## config.mk

```make
export PLATFORM = sky130hd
export DESIGN_NAME = down_timer
export DESIGN_NICKNAME = d
export VERILOG_FILES = /design/src/rtl/down_timer_pkg.sv /design/src/rtl/down_timer.sv
export SDC_FILE = /design/constraint.sdc
export NUM_CORES = 1
export LEC_CHECK = 0
export ABC_AREA = 1
export BUFFER_PORTS_ARGS = -buffer_cell sky130_fd_sc_hd__buf_2
export CORE_MARGIN = 4
export CORE_UTILIZATION = 35
export CTS_BUF_LIST = sky130_fd_sc_hd__clkbuf_16
export CTS_CLUSTER_DIAMETER = 80
export CTS_CLUSTER_SIZE = 24
export DETAILED_ROUTE_END_ITERATION = 10
export HOLD_SLACK_MARGIN = 0.08
export PLACE_DENSITY = 0.53
export SLEW_MARGIN = 20
export SYNTH_ARGS = -nofsm -noshare
export SYNTH_HDL_FRONTEND = slang
export SYNTH_SLANG_ARGS = --single-unit
```

## constraint.sdc

```tcl
create_clock -name clk -period 1.7 [get_ports clk]
set_clock_uncertainty 0.2 [all_clocks]
set_input_delay 0 -clock clk [delete_from_list [all_inputs] [get_ports clk]]
set_output_delay 0 -clock clk [all_outputs]
set_load 0.1 [all_outputs]
```

## src/rtl/down_timer_pkg.sv

```systemverilog
// down_timer_pkg: shared state encoding for the down_timer FSM
// Contents: state_t (IDLE=0, RUN=1, PAUSE=2, DONE=3)
package down_timer_pkg;
    typedef enum logic [1:0] {
        IDLE  = 2'd0,
        RUN   = 2'd1,
        PAUSE = 2'd2,
        DONE  = 2'd3
    } state_t;
endpackage

```

## src/rtl/down_timer.sv

```systemverilog
// down_timer: loadable down-counter with pause, auto-reload and terminal-count pulse
// Ports: clk, rst (async, active-high), load/load_val (set count and reload value),
//        start (IDLE/DONE only), pause (level hold), auto_reload (sampled at count==1),
//        count (registered value), tc (one-cycle terminal pulse), busy (RUN/PAUSE), done (DONE)
module down_timer
    import down_timer_pkg::*;
#(
    parameter int WIDTH = 4
) (
    input  logic             clk,
    input  logic             rst,
    input  logic             load,
    input  logic [WIDTH-1:0] load_val,
    input  logic             start,
    input  logic             pause,
    input  logic             auto_reload,
    output logic [WIDTH-1:0] count,
    output logic             tc,
    output logic             busy,
    output logic             done
);
    state_t           state, state_n;
    logic [WIDTH-1:0] reload_reg, reload_n, count_n;
    logic             tc_n;

    always_ff @(posedge clk or posedge rst) begin
        if (rst) begin
            state      <= IDLE;
            count      <= '0;
            reload_reg <= '0;
            tc         <= 1'b0;
        end else begin
            state      <= state_n;
            count      <= count_n;
            reload_reg <= reload_n;
            tc         <= tc_n;
        end
    end

    always_comb begin
        state_n  = state;
        count_n  = count;
        reload_n = reload_reg;
        tc_n     = 1'b0;
        if (load) begin
            count_n  = load_val;
            reload_n = load_val;
            state_n  = IDLE;
        end else begin
            case (state)
                IDLE, DONE: begin
                    if (start) begin
                        // a zero reload value terminates immediately
                        state_n = (reload_reg == '0) ? DONE : RUN;
                        count_n = reload_reg;
                        tc_n    = (reload_reg == '0);
                    end
                end
                RUN: begin
                    if (pause) begin
                        state_n = PAUSE;
                    end else if (count > WIDTH'(1)) begin
                        count_n = count - WIDTH'(1);
                    end else begin
                        tc_n    = 1'b1;
                        count_n = auto_reload ? reload_reg : '0;
                        state_n = auto_reload ? RUN : DONE;
                    end
                end
                PAUSE: begin
                    // resume without decrementing on the release edge
                    if (!pause) state_n = RUN;
                end
            endcase
        end
    end

    assign busy = (state == RUN) || (state == PAUSE);
    assign done = (state == DONE);
endmodule

```

# Word level (Yosys, flattened, before mapping)
# Cells that the tools add are included.
[word_totals]
regBits = 11
latchBits = 0
mem_bits_rw = 0
rom_bits = 0
out_inout_bits = 7
mem_count = 0
[classes]
addsub = 1
n_mul = 0
div = 0
order_cmp = 1
eq_ne = 7
shifts = 0
muxes = 19
bitwise_logic = 0
n_reduce_logical = 7
[op_table]
columns = ["cell", "count"]
rows = [
  ["4-bit 2-to-1 mux", 5],
  ["2-bit 2-to-1 mux", 7],
  ["3-bit inequality test (second input constant)", 3],
  ["4-bit one-hot mux with 2 select lines", 1],
  ["2-bit one-hot mux with 3 select lines", 1],
  ["3-bit AND reduction", 2],
  ["2-bit == test (second input constant)", 2],
  ["4-bit by 1-bit greater-than comparator with 1-bit output (second input constant)", 1],
  ["4-bit zero test", 1],
  ["1-bit 2-to-1 mux", 4],
  ["4-bit inequality test (second input constant)", 1],
  ["4-bit by 1-bit subtractor with 4-bit output (second input constant)", 1],
  ["3-bit nonzero test", 1],
  ["2-bit by 1-bit == test with 1-bit output (second input constant)", 1],
  ["2-bit zero test", 1],
  ["1-bit one-hot mux with 2 select lines", 1],
  ["2-bit OR reduction", 1],
  ["1-bit logical OR", 1],
]

# Logic depth before layout (Yosys ltp)
[depth]
ltp_word = 5
mapped_depth = 10
mapped_depth_nobuf = 10

# Worst setup path before layout
# Ideal clock, no wire load.
[synth_timing]
path_type = "reg2reg"
start = "reg count[0]"
end = "reg count[2]"
setup_ps = 121
arrival_time_ps = 1922
path_slack_ps = -543
stages_incl_launch_ff = 11
n_path_buf = 0
cell_sequence = "dfrtp_1 -> inv_1 -> ha_1 -> inv_1 -> nand2_1 -> nand2_2 -> nand2_1 -> nand3_1 -> nand2_1 -> nor2_1 -> nor2_1"
[synth_between]
elab_chain_cells = 5
word_cells_on_any_way = 6
cone_classes = "add/sub (1); order compare (1); mux (4)"
[synth_rtl]
columns = ["element", "line", "text"]
rows = [
  ["start: declaration", "down_timer.sv:17", "output logic [WIDTH-1:0] count,"],
  ["start signal: assignment", "down_timer.sv:34", "count <= count_n;"],
  ["4-bit by 1-bit subtractor with 4-bit output / 4-bit by 1-bit greater-than comparator with 1-bit output (equally long branches)", "down_timer.sv:63, down_timer.sv:62", ""],
  ["4-bit 2-to-1 mux *", "down_timer.sv:62", "end else if (count > WIDTH'(1)) begin"],
  ["4-bit 2-to-1 mux *", "down_timer.sv:60", "if (pause) begin"],
  ["4-bit one-hot mux with 2 select lines *", "down_timer.sv:50", "case (state)"],
  ["4-bit 2-to-1 mux *", "down_timer.sv:45", "if (load) begin"],
]
# Every way passes the cells marked *; elsewhere a longest branch is shown, timed or not. The select of a mux whose other input is x is not followed.
# A chain may end at the register's enable or synchronous reset.

# Worst setup path after layout
[layout_timing]
start = "reg state[0]"
end = "reg count[3]"
[layout_between]
elab_chain_cells = 4
word_cells_on_any_way = 10
cone_classes = "eq/ne (4); mux (2); reduce/logical (4)"
[layout_rtl]
columns = ["element", "line", "text"]
rows = [
  ["start: declaration", "down_timer.sv:22", "state_t state, state_n;"],
  ["start signal: assignment", "down_timer.sv:33", "state <= state_n;"],
  ["2-bit == test / 2-bit zero test (equally long branches)", "down_timer.sv:50", ""],
  ["2-bit OR reduction", "down_timer.sv:50", ""],
  ["3-bit inequality test (no line), or another cell as far along", "-", ""],
  ["3-bit AND reduction (no line) / 4-bit 2-to-1 mux (equally long branches)", "-", ""],
]
# Parallel ways exist; a longest one is shown, timed or not.

==> metrics.md <==
| Metric | Value |
|---|---|
| 1st-iter DRT viols | `28` |
| Root Buffer | `clkbuf_16` |
| DRT Pass-1 Iters | `4` |
| Initial Util | `37.05%` |
| Final nets | `163` |
| Final period util | `between 90% and 100%` |
| Relative slew slack | `67.82%` |
| Worst Setup Start Kind | `flop` |
| Endpoints failing hold | `0` |
| DRT antenna net count | `0` |
| Unique masters post-synth | `24` |
| Syn nets | `129` |
| Via Count | `about 840` |
| # IOs | `17` |
| H-tree levels | `1` |
| Static Leak | `0.6405 nW` |
| Clock Path Buffers | `2` |
| Setup CP Type | `reg -> reg` |
| Syn avg cell area | `roughly 7.2 um2` |
| Pwr Density | `~2100 nW/um2` |
| Yosys reg bits | `11` |
| Placed cells | `157` |
| Final critical-path required period | `1.643 ns` |
| Clk sinks | `11` |
| DR vias/cell | `4.789` |
| Core area | `2212 um2` |
| Post-route insts no fill | `approximately 180` |
| I/O Buffers | `16` |
| Most common cell after layout, fill and taps aside | `nand2_1` |
| Fillers | `230` |
| Syn Inst Count | `~110` |
| Vias in the first global route | `between 800 and 900` |
| RSZ-0062 raised after global routing | `yes` |
| Area share of the largest cell type after synthesis | `around a third` |
| Drt total wl | `2079 um` |
| Die height | `56.39 um` |
| Adder-cell share of the synthesized area | `7.634%` |
| Commonest non-fill, non-tap cells in the layout | `22 x nand2_1, 15 x nor2_1, 14 x inv_1, 14 x buf_2, 13 x dlygate4sd3_1` |
| Run status | `completed` |
| F_max | `0.6088 GHz` |
| Largest family of logic cells by synthesized area | `simple AND/OR/NAND/NOR gates` |
| Worst VDD drop | `1.368 mV` |
| Seq/Total Area, Yosys | `between 30 and 40%` |
| Reg clk slew, reported paths | `0.04 ns` |
| Global route overflow | `0` |
| Area contributors post-synth | `dfrtp_1 34%, nand2_1 11%, inv_1 7.8%` |
| Area Growth Syn to Fin | `52.98%` |
| Mux cell area share after synthesis | `0%` |
| First-pass GRT wire length | `3498 um` |
| Rows | `17` |
| Worst-path fanout max | `5` |
| TritonCTS Buffers | `3` |
| R2R Path End | `count[3]$_DFFE_PP0P_` |
| Arrival time at the worst endpoint | `1.57 ns` |
| Total Routing Usage GR | `13.85%` |
| Total power | `approximately 0.0026 W` |
| Worst min-delay path class | `in -> async` |
| Final setup viols | `0` |
| TritonCTS clock tree | `done` |
| # DRC | `0` |
| Area of the multi-input gates | `519.2 um2` |
| Largest net degree at the start of global routing | `12` |
| Worst r2r path cells | `9` |
| XOR/XNOR share of the synthesized area | `1.069%` |
| R2R setup slack | `roughly 0.057 ns` |
| Die X | `56.39 um` |
| Seq. cell area | `285.3 um2` |
| Worst r2r src | `state[0]$_DFFE_PP0P_` |
| Wire per inst | `11.88 um` |
| Layout cells sized above 1 | `35.37%` |
| Critical path capture point type | `flop` |
| Post-Syn Area | `819.5 um2` |
| Max_cap viols | `0` |
| Area leader, netlist | `dfrtp_1` |
| N_diodes | `0` |
| Gpl congestion | `0.8034` |
| Initial antenna violation count | `0` |
| Die ar. | `3180 um2` |
| Worst skew pair latency | `0.24 ns` |
| Worst Path Required | `1.63 ns` |
| Compound-Gate Fraction of Synth Area | `7.023%` |
| DP Wirelength | `1500 um` |
| Pin slew with the least headroom to its limit | `0.4861 ns` |
| Synth Area in Simple Gates | `39.24%` |
| Synth warnings | `0` |
| Fin. max-slew vios | `0` |
[worst max-delay path by stage]
stage,start,to,slack (ns),cells past startpoint
4_1_cts,state[0]$_DFFE_PP0P_,count[2]$_DFFE_PP0P_,0.03,9
3_3_place_gp,state[0]$_DFFE_PP0P_,count[1]$_DFFE_PP0P_,0.06,9
2_1_floorplan,count[1]$_DFFE_PP0P_,count[2]$_DFFE_PP0P_,0.006,10
3_5_place_dp,state[0]$_DFFE_PP0P_,count[1]$_DFFE_PP0P_,0.04,9
5_1_grt,state[0]$_DFFE_PP0P_,count[3]$_DFFE_PP0P_,-0.07,9
6_report,state[0]$_DFFE_PP0P_,count[3]$_DFFE_PP0P_,0.06,9
[worst max-delay path, cell delays in order (launching register included)]
cell and delay, ns:
dfrtp_1 0.42, inv_2 0.07, ha_4 0.31, inv_6 0.05, nand2_4 0.07, nand3_2 0.09, nor2_2 0.12, nand3_1 0.08
nand2_1 0.06, inv_1 0.04
[where the power goes]
part | total [W] | internal [W] | leakage [nW] | switching (W)
clock network | 0.000432 | 0.000312 | 0.0409 | 0.000120
logic | 0.00173 | 0.000540 | 0.468 | 0.00119
registers | 0.000470 | 0.000367 | 0.132 | 0.000103
[kinds of logic (layout without fill, tap and decap cells)]
group,count (synthesis),after routing
simple gates,65,65
buf+inv,22,55
flops,11,11
compound gates,10,10
fa+ha+maj,5,5
xor+xnor,1,1
[final cells by class]
cell class | instances | area share [%]
multi-input combinational | 81 | 41.42
sequential | 11 | 22.75
timing repair buffer | 31 | 19.66
inverter | 20 | 6.986
clock buffer | 3 | 5.988
tap | 28 | 2.794
clock inverter | 1 | 0.3992
[synthesized netlist by cell type]
cell / count
buf_2: 1
o22ai_1: 1
a21oi_1: 4
a22oi_1: 1
nor2_1: 16
inv_4: 1
ha_1: 5
nand2_2: 1
xor2_1: 1
nand2_4: 2
nor2_8: 1
inv_2: 2
o21ai_0: 2
inv_1: 17
buf_6: 1
a21oi_2: 1
o21ai_1: 1
dfrtp_1: 11
nand4_1: 3
nand3_1: 12
nand3_2: 2
nand3b_1: 1
nand2_1: 25
nor2_2: 2
[timing repair]
action,4_1_cts,5_1_grt
setup buffers,0,1
endpoints found under the setup margin,0,5
hold buffers,13,0
resized for setup,0,16
endpoints found under the hold margin,22,0
[through the flow]
stage	setup WS [ns]	hold slack, ns	cell area [um2]	utilization, %	setup TNS (ns)
after global routing	-0.06967	0.1667	1254	56.67	-0.1189
after floorplan	0.005747	-0.3477	854.6	-	0
after CTS	0.02936	0.1322	1186	53.62	0
after detailed placement	0.03624	-0.1691	975.9	44.12	0
after global placement	0.06440	-0.1723	975.9	44.12	0
final	0.05738	0.1065	1254	56.67	0
[routing by layer]
layer	routed length, um	vias to the layer above	global-route usage [%]
li1	-	426	-
met1	927	383	17.60
met2	1013	22	22.04
met3	83	7	2.759
met4	55	0	7.119
met5	0	-	0
Power figures use the tool's default switching activity.
